===== config.mk =====
export PLATFORM = sky130hd
export DESIGN_NAME = bpred_bht_flat
export DESIGN_NICKNAME = d
export VERILOG_FILES = /design/src/rtl/bpred_bht_if.sv /design/src/rtl/bpred_bht.sv /design/src/flat_wrapper.sv
export SDC_FILE = /design/constraint.sdc
export NUM_CORES = 2
export LEC_CHECK = 0
export ABC_CLOCK_PERIOD_IN_PS = 5500
export BUFFER_PORTS_ARGS = -buffer_cell sky130_fd_sc_hd__buf_2
export CAP_MARGIN = 20
export CORE_ASPECT_RATIO = 1.75
export CORE_UTILIZATION = 50
export CTS_CLUSTER_SIZE = 8
export DETAILED_ROUTE_END_ITERATION = 10
export PLACE_DENSITY = 0.75
export SLEW_MARGIN = 15
export SYNTH_ARGS = -nofsm -noshare
export SYNTH_HDL_FRONTEND = slang
export SYNTH_SLANG_ARGS = --single-unit

===== constraint.sdc =====
create_clock -name clk -period 5.5 [get_ports clk]
set_input_delay 0.825 -clock clk [delete_from_list [all_inputs] [get_ports clk]]
set_output_delay 0.825 -clock clk [all_outputs]
set_load 0.01 [all_outputs]

===== src/rtl/bpred_bht_if.sv =====
// Branch-history-table interface: groups the IF lookup, ID update/mispredict
// and flush signals shared between the pipeline and the bpred_bht predictor.
// Optional macro BPRED_STATS_EN adds the three 32-bit statistics outputs.
interface bpred_bht_if #(
   parameter int PC_W = 32
);
   // IF-stage lookup
   logic [PC_W-1:0] lu_pc;
   logic            lu_hit;
   logic            lu_taken;
   logic [PC_W-1:0] lu_target;
   logic [PC_W-1:0] lu_next_pc;
   // ID-stage resolution / update
   logic            up_valid;
   logic [PC_W-1:0] up_pc;
   logic            up_taken;
   logic [PC_W-1:0] up_target;
   logic            up_pred_taken;
   logic [PC_W-1:0] up_pred_target;
   logic            up_mispred;
   // whole-table invalidate
   logic            flush_all;
`ifdef BPRED_STATS_EN
   logic [31:0]     stat_updates;
   logic [31:0]     stat_mispred;
   logic [31:0]     stat_alloc;

   // pipeline side
   modport master (
      output lu_pc, up_valid, up_pc, up_taken, up_target,
             up_pred_taken, up_pred_target, flush_all,
      input  lu_hit, lu_taken, lu_target, lu_next_pc, up_mispred,
             stat_updates, stat_mispred, stat_alloc
   );

   // predictor side
   modport slave (
      input  lu_pc, up_valid, up_pc, up_taken, up_target,
             up_pred_taken, up_pred_target, flush_all,
      output lu_hit, lu_taken, lu_target, lu_next_pc, up_mispred,
             stat_updates, stat_mispred, stat_alloc
   );
`else
   // pipeline side
   modport master (
      output lu_pc, up_valid, up_pc, up_taken, up_target,
             up_pred_taken, up_pred_target, flush_all,
      input  lu_hit, lu_taken, lu_target, lu_next_pc, up_mispred
   );

   // predictor side
   modport slave (
      input  lu_pc, up_valid, up_pc, up_taken, up_target,
             up_pred_taken, up_pred_target, flush_all,
      output lu_hit, lu_taken, lu_target, lu_next_pc, up_mispred
   );
`endif
endinterface


===== src/rtl/bpred_bht.sv =====
// bpred_bht: direct-mapped, tagged dynamic branch predictor.
// IF gets a zero-latency prediction and next PC; ID reports each resolved
// branch once, which trains a saturating counter and stored target per entry.
// Taken misses allocate, not-taken misses never allocate. flush_all
// invalidates the table and wins over a same-edge update.
// Optional macro BPRED_STATS_EN adds update/mispredict/allocation counters.
module bpred_bht #(
   parameter int NENTRY = 64,
   parameter int CNT_W  = 2,
   parameter int TAG_W  = 8,
   parameter int PC_W   = 32
) (
   input  logic       clk,
   input  logic       rst_n,
   bpred_bht_if.slave bus
);

   localparam int IDX_W    = $clog2(NENTRY);
   localparam int TAG_LSB  = IDX_W + 2;
   localparam int TAG_MSB  = IDX_W + TAG_W + 1;

   // counter encodings: weakly-taken is the MSB alone, weakly-not-taken one below
   localparam logic [CNT_W-1:0] CNT_WT  = CNT_W'(1) << (CNT_W - 1);
   localparam logic [CNT_W-1:0] CNT_WNT = CNT_WT - CNT_W'(1);
   localparam logic [CNT_W-1:0] CNT_MAX = {CNT_W{1'b1}};
   localparam logic [CNT_W-1:0] CNT_MIN = {CNT_W{1'b0}};
   localparam logic [CNT_W-1:0] CNT_ONE = CNT_W'(1);
   localparam logic [PC_W-1:0]  PC_STEP = PC_W'(4);

   // table storage
   logic [NENTRY-1:0] r_valid;
   logic [CNT_W-1:0]  r_cnt [NENTRY];
   logic [TAG_W-1:0]  r_tag [NENTRY];
   logic [PC_W-1:0]   r_tgt [NENTRY];

   // lookup path
   logic [IDX_W-1:0]  w_lu_idx;
   logic [TAG_W-1:0]  w_lu_tag;
   logic              w_lu_hit;
   logic              w_lu_taken;
   logic [PC_W-1:0]   w_lu_target;
   logic [PC_W-1:0]   w_lu_seq_pc;
   logic [PC_W-1:0]   w_lu_next_pc;

   // update path
   logic [IDX_W-1:0]  w_up_idx;
   logic [TAG_W-1:0]  w_up_tag;
   logic              w_up_hit;
   logic              w_upd_en;
   logic              w_cnt_we;
   logic              w_alloc;
   logic              w_tgt_we;
   logic [CNT_W-1:0]  w_cnt_cur;
   logic [CNT_W-1:0]  w_cnt_next;
   logic              w_mispred;

   assign w_lu_idx = bus.lu_pc[IDX_W+1:2];
   assign w_lu_tag = bus.lu_pc[TAG_MSB:TAG_LSB];
   assign w_up_idx = bus.up_pc[IDX_W+1:2];
   assign w_up_tag = bus.up_pc[TAG_MSB:TAG_LSB];

   // PC bits outside index/tag (byte offset and high bits) do not select an entry
   logic w_unused_up_pc;
   if (PC_W > TAG_MSB + 1) begin : g_pc_hi
      assign w_unused_up_pc = ^{bus.up_pc[PC_W-1:TAG_MSB+1], bus.up_pc[1:0]};
   end else begin : g_pc_nohi
      assign w_unused_up_pc = ^bus.up_pc[1:0];
   end

   // combinational lookup: reads pre-update state, no bypass from the update port
   always_comb begin
      w_lu_hit     = r_valid[w_lu_idx] && (r_tag[w_lu_idx] == w_lu_tag);
      w_lu_taken   = w_lu_hit && r_cnt[w_lu_idx][CNT_W-1];
      w_lu_seq_pc  = bus.lu_pc + PC_STEP;
      if (w_lu_hit) begin
         w_lu_target = r_tgt[w_lu_idx];
      end else begin
         w_lu_target = {PC_W{1'b0}};
      end
      if (w_lu_taken) begin
         w_lu_next_pc = w_lu_target;
      end else begin
         w_lu_next_pc = w_lu_seq_pc;
      end
   end

   // mispredict flag and update decode; nothing trains while in reset or flushing
   always_comb begin
      w_mispred = rst_n && bus.up_valid &&
                  ((bus.up_taken != bus.up_pred_taken) ||
                   (bus.up_taken && bus.up_pred_taken &&
                    (bus.up_target != bus.up_pred_target)));
      w_upd_en  = rst_n && bus.up_valid && !bus.flush_all;
      w_up_hit  = r_valid[w_up_idx] && (r_tag[w_up_idx] == w_up_tag);
      w_cnt_we  = w_upd_en && w_up_hit;
      w_alloc   = w_upd_en && !w_up_hit && bus.up_taken;
      // a taken branch refreshes the target whether it hit or allocated
      w_tgt_we  = w_upd_en && bus.up_taken;
      w_cnt_cur = r_cnt[w_up_idx];
   end

   // saturating counter step toward the resolved outcome
   always_comb begin
      w_cnt_next = w_cnt_cur;
      if (bus.up_taken) begin
         if (w_cnt_cur == CNT_MAX) begin
            w_cnt_next = w_cnt_cur;
         end else begin
            w_cnt_next = w_cnt_cur + CNT_ONE;
         end
      end else begin
         if (w_cnt_cur == CNT_MIN) begin
            w_cnt_next = w_cnt_cur;
         end else begin
            w_cnt_next = w_cnt_cur - CNT_ONE;
         end
      end
   end

   // valid bits and counters: async reset, flush clears valid only
   always_ff @(posedge clk or negedge rst_n) begin
      if (!rst_n) begin
         r_valid <= {NENTRY{1'b0}};
         for (int i = 0; i < NENTRY; i++) begin
            r_cnt[i] <= CNT_WNT;
         end
      end else if (bus.flush_all) begin
         r_valid <= {NENTRY{1'b0}};
      end else if (w_alloc) begin
         r_valid[w_up_idx] <= 1'b1;
         r_cnt[w_up_idx]   <= CNT_WT;
      end else if (w_cnt_we) begin
         r_cnt[w_up_idx]   <= w_cnt_next;
      end else begin
         r_valid <= r_valid;
      end
   end

   // tags and targets carry no reset: they are ignored until valid is set
   always_ff @(posedge clk) begin
      if (w_alloc) begin
         r_tag[w_up_idx] <= w_up_tag;
      end
      if (w_tgt_we) begin
         r_tgt[w_up_idx] <= bus.up_target;
      end
   end

   assign bus.lu_hit     = w_lu_hit;
   assign bus.lu_taken   = w_lu_taken;
   assign bus.lu_target  = w_lu_target;
   assign bus.lu_next_pc = w_lu_next_pc;
   assign bus.up_mispred = w_mispred;

`ifdef BPRED_STATS_EN
   logic [31:0] r_stat_updates;
   logic [31:0] r_stat_mispred;
   logic [31:0] r_stat_alloc;

   // statistics: wrapping counts, frozen during flush, cleared only by reset
   always_ff @(posedge clk or negedge rst_n) begin
      if (!rst_n) begin
         r_stat_updates <= 32'd0;
         r_stat_mispred <= 32'd0;
         r_stat_alloc   <= 32'd0;
      end else if (!bus.flush_all) begin
         r_stat_updates <= r_stat_updates + {31'd0, bus.up_valid};
         r_stat_mispred <= r_stat_mispred + {31'd0, w_mispred};
         r_stat_alloc   <= r_stat_alloc + {31'd0, w_alloc};
      end else begin
         r_stat_updates <= r_stat_updates;
      end
   end

   assign bus.stat_updates = r_stat_updates;
   assign bus.stat_mispred = r_stat_mispred;
   assign bus.stat_alloc   = r_stat_alloc;
`endif

endmodule


===== src/flat_wrapper.sv =====
// flat-port wrapper written by rule: the top's interface ports become plain ports
module bpred_bht_flat 
#(
   parameter int NENTRY = 64,
   parameter int CNT_W  = 2,
   parameter int TAG_W  = 8,
   parameter int PC_W   = 32
)
  (clk, rst_n, bus_lu_pc, bus_up_valid, bus_up_pc, bus_up_taken, bus_up_target, bus_up_pred_taken, bus_up_pred_target, bus_flush_all, bus_lu_hit, bus_lu_taken, bus_lu_target, bus_lu_next_pc, bus_up_mispred);
  bpred_bht_if #(.PC_W(PC_W)) bus_i ();
  input  logic clk;
  input  logic rst_n;
  input wire logic [$bits(bus_i.lu_pc)-1:0] bus_lu_pc;
  input wire logic [$bits(bus_i.up_valid)-1:0] bus_up_valid;
  input wire logic [$bits(bus_i.up_pc)-1:0] bus_up_pc;
  input wire logic [$bits(bus_i.up_taken)-1:0] bus_up_taken;
  input wire logic [$bits(bus_i.up_target)-1:0] bus_up_target;
  input wire logic [$bits(bus_i.up_pred_taken)-1:0] bus_up_pred_taken;
  input wire logic [$bits(bus_i.up_pred_target)-1:0] bus_up_pred_target;
  input wire logic [$bits(bus_i.flush_all)-1:0] bus_flush_all;
  output wire logic [$bits(bus_i.lu_hit)-1:0] bus_lu_hit;
  output wire logic [$bits(bus_i.lu_taken)-1:0] bus_lu_taken;
  output wire logic [$bits(bus_i.lu_target)-1:0] bus_lu_target;
  output wire logic [$bits(bus_i.lu_next_pc)-1:0] bus_lu_next_pc;
  output wire logic [$bits(bus_i.up_mispred)-1:0] bus_up_mispred;
  assign bus_i.lu_pc = bus_lu_pc;
  assign bus_i.up_valid = bus_up_valid;
  assign bus_i.up_pc = bus_up_pc;
  assign bus_i.up_taken = bus_up_taken;
  assign bus_i.up_target = bus_up_target;
  assign bus_i.up_pred_taken = bus_up_pred_taken;
  assign bus_i.up_pred_target = bus_up_pred_target;
  assign bus_i.flush_all = bus_flush_all;
  assign bus_lu_hit = bus_i.lu_hit;
  assign bus_lu_taken = bus_i.lu_taken;
  assign bus_lu_target = bus_i.lu_target;
  assign bus_lu_next_pc = bus_i.lu_next_pc;
  assign bus_up_mispred = bus_i.up_mispred;
  bpred_bht #(.NENTRY(NENTRY), .CNT_W(CNT_W), .TAG_W(TAG_W), .PC_W(PC_W)) u_core (.clk(clk), .rst_n(rst_n), .bus(bus_i));
endmodule

Yosys cells after proc, flatten, opt, wreduce, memory -nomap -nowiden
Memory sizes are Yosys's and may differ from the RTL's.
Index checks and enable logic that the tools add are counted.
{"block": "totals", "ff_bits": 192, "ram_bits": 2560, "inputBits": 134, "elab_cells": 137, "mem_count": 2}
{"name": "u_core.r_tgt", "depth": 64, "word_bits": 32, "rd": 1, "rd_ports_with_merged_regs": 0, "wr": 1, "line_no": "bpred_bht.sv:34", "rtl": "logic [PC_W-1:0] r_tgt [NENTRY];"}
{"name": "u_core.r_tag", "depth": 64, "word_bits": 8, "rd": 2, "rd_ports_with_merged_regs": 0, "wr": 1, "line_no": "bpred_bht.sv:33", "rtl": "logic [TAG_W-1:0] r_tag [NENTRY];"}
{"block": "op_classes", "n_addsub": 3, "n_lt_le_gt_ge": 6, "n_eq_ne": 5, "n_mux": 28, "n_bitwise": 7, "reduce_logical": 21}
{"operator": "two-way mux 128 bit", "count": 2}
{"operator": "bitwise mux 128 bit", "count": 1}
{"operator": "two-way mux 64 bit", "count": 2}
{"operator": "bitwise OR 64 bit", "count": 2}
{"operator": "AND 64 bit", "count": 1}
{"operator": "two-way mux 32 bit", "count": 2}
{"operator": "NOT 64 bit", "count": 1}
{"operator": "adder 32 x 3 -> 32 bit (second input constant)", "count": 1}
{"operator": "!= test 32 bit", "count": 1}
{"operator": "binary-select mux 2 bit (select 6 bit)", "count": 2}
{"operator": "== test 8 bit", "count": 2}
{"operator": "two-way mux 2 bit", "count": 8}
{"operator": "greater-or-equal comparator 7 bit (second input constant)", "count": 2}
{"operator": "logical AND 1 bit", "count": 14}
{"operator": "< comparator 6 x 7 -> 1 bit (second input constant)", "count": 2}
{"operator": "NOT 6 -> 7 bit", "count": 2}
{"operator": "binary-select mux 1 bit (select 6 bit)", "count": 2}
{"operator": "demux 2 bit (select 6 bit)", "count": 1}
{"operator": "< comparator 7 x 1 -> 1 bit (second input constant)", "count": 1}
{"operator": "two-way mux 1 bit", "count": 7}
{"operator": "demux 1 bit (select 6 bit)", "count": 1}
{"operator": "greater-or-equal comparator 6 x 1 -> 1 bit (second input constant)", "count": 1}
{"operator": "nonzero test 2 bit", "count": 2}
{"operator": "adder 2 x 1 -> 2 bit (second input constant)", "count": 1}
{"operator": "other kinds (8)", "count": 9}

Logic depth before layout (Yosys ltp)
{"block": "logic_depth", "word_depth": 10, "ltp_mapped": 18}

Worst setup path before layout
Ideal clock, no wire load.
{"block": "synth_path", "path_type": "input-to-output", "start": "in bus_lu_pc[2]", "end": "out bus_lu_next_pc[0]", "t_arrival_ps": 4683, "t_required_ps": 4675, "setup_slack_ps": -8, "stages": 12, "path_cell_list": "buf_6 -> buf_6 -> buf_4 -> buf_2 -> buf_4 -> buf_4 -> clkbuf_1 -> clkbuf_1 -> mux4_2 -> mux4_2 -> mux4_2 -> mux2_2"}
{"block": "synth_between", "elab_chain_cells": 6}
{"item": "from (decl)", "line_no": "flat_wrapper.sv:13", "rtl": "input wire logic [$bits(bus_i.lu_pc)-1:0] bus_lu_pc;"}
{"item": "branches (longest 5 deep; another with memory (64 x 8 bit))"}
{"item": "two-way mux 32 bit (*)", "line_no": "bpred_bht.sv:80", "rtl": "if (w_lu_taken) begin"}
{"item": "to (decl)", "line_no": "flat_wrapper.sv:24", "rtl": "output wire logic [$bits(bus_i.lu_next_pc)-1:0] bus_lu_next_pc;"}
Mark *: on every way between the ends. The select of a mux whose other input is x is not followed.

Worst setup path in the final report
Ends and elaborated chain as after synthesis.

==> impl_metrics.ini <==
[critical_path]
r2r-end = u_core.r_cnt[42]
cp.required_ns = 4.68
reg2reg_depth = 10
r2r-start = u_core.r_tag[35][6]
path_class = input pin to output port
start_kind = input pin
crit_fanout = 11
crit_arrival_ns = 4.92
r2r_setup_slack_ns = 1.12
crit_path_end_kind = output port

[timing]
period_share_pct = 104
relSlewSlack_pct = 26.7
period_needed_ns = 5.74
finalSetupViolations = 32
maxSlewViolCount = 0
max_slew.worst_pin.slew_ns = 1.10
hold_violations = 0
rsz0062_at_grt = yes
max_freq_mhz = 174
layout_setup_ws_ns = -0.244
fin_skew_ns = 0.0637

[placement]
place_congestion = 0.963
place_area_sq_um = 123000
portBuffers = 182
dpl.hpwl_mm = 222
dp_cells = 8761
pre_cts_ws_ns = -0.471

[route]
firstDrtPassIters = 6
avgViaCountPerCell = 6.96
vias = 64400
drt_iter0_markers = 8614
drc = 0
wirelength_mm = 369
ant_nets = 0
detail_route.wl_per_cell_um = 39.9

[logic_synthesis]
synthAdderAreaFrac_pct = 0.0308
async_reset_ff_share_pct = 6.98
synthCells = 5419
synth_edf_count = 2560
synth_simple_gate_area_share_pct = 2.04
synth_top_family_by_area = multiplexers
yosysUniqueCellTypes = 69
yosysSeqAreaShare_pct = 71.9
postSynthAreaPerCell_sq_um = 21.0
synth_flop_cell = edfxtp_1
syn_area_sq_um = 114000
syn_nets = 5555
synth-seq-cells = 2752
yosys_warnings = 0
synthMuxAreaShare_pct = 20.0
synth_compound_area_share_pct = 3.77
yosys.area_share.xor_xnor_pct = 0.547

[die]
dieArea_sq_um = 230000
ioPinCount = 201
die-height_um = 633
dieWidth_um = 363
initial_utilization_pct = 50.3
row_count = 231
core-area_sq_um = 226000

[global_routing]
use_met3_pct = 7.14
antenna_found_initial = 18
grt_use_met2_pct = 53.7
grt-ovfl-total = 0
grt_busiest_layer = met2
track_usage_pct = 32.2
use_met1_pct = 34.7
grt_pass1_vias = 66900
grt_max_degree = 124
grt_pass1_wl_mm = 511

[power_and_ir_drop]
leakage_nw = 43.9
power_mw = 47.3
power.density_nw_per_um2 = 354
ir_drop_mv = 0.271

[final_layout]
final_cells = 9251
nets = 6264
area_growth_pct = 17.5
final_util_pct = 59.0
drive_gt1_share_pct = 37.3
final_area_sq_um = 134000

[clock_tree]
clock_path_buffers = 4
numCtsBuffers = 386
cts_sinks = 2752
insertion_delay_ns = 0.89
clkSlewWorstSetupHoldPaths_ns = 0.05
root_buffer = clkbuf_16
cts_tree = done
htreeDepth = 5

[min_path]
hp-class = input pin to async pin

[status]
status = finished, violations left
violations = setup timing

[job]
timing.max_cap.violations = 0
-- logic make-up (layout without fill, tap and decap cells) --
| group | Yosys count | in the layout |
|---|---|---|
| buffers and inverters | 435 | 1230 |
| DFF | 2752 | 2752 |
| xor gates and xnor gates | 71 | 71 |
| muxes | 1103 | 1103 |
| other | 0 | 8 |
| AOI/OAI and AO/OA | 571 | 571 |
| adders and majority gates | 3 | 3 |
| and+or+nand+nor | 484 | 484 |
-- final cells by class --
cell class,count,area [sq um]
inverters,77,289
clock inverters,22,360
flip-flops and latches,2752,81800
repair buffers,679,6770
well taps,3029,3790
fillers,15500,92700
diodes,8,20.0
multi-input cells,2232,30700
clock buffers,452,9970
-- Yosys cell counts (all sizes together) (4+ instances only) --
master	instances	share of area [%]
o22ai	81	0.45
nand2b	6	0.033
o211ai	7	0.046
a22oi	59	0.39
mux2	76	0.85
and2	7	0.039
xor2	6	0.046
xnor2	65	0.50
nor4b	8	0.062
nand3	26	0.11
a22o	7	0.054
o21ai	36	0.16
and3b	6	0.046
o31ai	5	0.033
nor2	157	0.52
inv	75	0.25
and4	8	0.062
or2	5	0.027
a21oi	86	0.38
nor3b	9	0.059
edfxtp	2560	68
nand2	148	0.49
a221oi	56	0.43
o221ai	7	0.054
a222oi	5	0.044
mux4	923	18
nor2b	48	0.26
nor3	4	0.018
clkbuf	195	0.64
a221o	12	0.11
o2bb2ai	8	0.062
nand4	23	0.13
or4	8	0.053
buf	163	0.81
dfstp	64	1.5
mux2i	104	0.92
o21ba	64	0.56
and3	11	0.060
o21a	6	0.040
a31oi	20	0.11
a211oi	15	0.099
o22a	74	0.57
dfrtp	128	2.8
-- timing repair --
| action | 4_1_cts | 5_1_grt |
|---|---|---|
| cloned | 2 | 2 |
| setup endpoints to repair | 66 | 47 |
| buffers inserted | 3 | 0 |
| pin swaps | 0 | 2 |
| resized for setup | 48 | 11 |
| hold buffers | 0 | 0 |
-- layer usage --
layer  up-vias  share of wire, %
met1     33500                30
met3      1385                10
met4        16                10
li1      24300                 -
met2      5225                50
met5         -             0.031
-- layout by cell type, fill, tap and decap left out, types with 64 or more instances in the layout --
cell       synthesis  routed
edfxtp_1        2560    2560
mux4_2           923     923
clkbuf_16          0     391
o22ai_1           81      81
nor2_1           157      92
a21oi_1           86      85
o21ba_2           64      64
nand2_1          148     147
buf_12             0     135
buf_2             93     141
buf_4             23     352
nor2_4             0      64
dfstp_2           64      64
o22a_1            74      74
mux2i_1          104     104
inv_1             74      73
dfrtp_1          128     128
-- metrics by stage --
stage                     hold WS (ns)  TNS [ns]
after detailed placement         0.453    -16.50
final                            0.146     -6.41
after global routing             0.199     -7.59
after global placement           0.452    -20.22
after CTS                        0.152     -3.48
after floorplan                  0.442         0
-- state kept, by name, indices dropped and copies added, names as in the netlist --
name,count
u_core.r_tgt,2048
u_core.r_tag,512
u_core.r_cnt,128
u_core.r_valid,64
-- how the worst max path moves through the flow --
stage                   startpoint                  to  slack [ns]  cells past startpoint
6_report              bus_lu_pc[2]   bus_lu_next_pc[0]       -0.24                     12
5_1_grt        u_core.r_tag[62][5]   bus_lu_next_pc[0]       -0.27                     10
4_1_cts        u_core.r_tag[62][5]   bus_lu_next_pc[0]       -0.19                     10
3_5_place_dp          bus_lu_pc[2]   bus_lu_next_pc[0]       -0.47                     14
3_3_place_gp          bus_lu_pc[2]   bus_lu_next_pc[0]       -0.53                     14
2_1_floorplan         bus_lu_pc[2]  bus_lu_next_pc[21]       0.001                     12
-- critical path: stages --
cell and delay (ns):
buf_12 0.20, buf_16 0.19, mux4_2 0.53, mux4_2 0.64, mux4_2 0.54, xnor2_2 0.19, nand2_1 0.07, or4b_1 0.46
or3_4 0.53, buf_12 0.20, mux2_4 0.34, buf_6 0.13
-- power by group --
group | leakage (nW) | internal (mW) | switching [mW]
clock | 5.03 | 12.6 | 8.65
sequential | 25.4 | 23.0 | 0.0430
combinational | 13.4 | 1.21 | 1.78
Note: power is estimated with default switching activity, not from simulation.
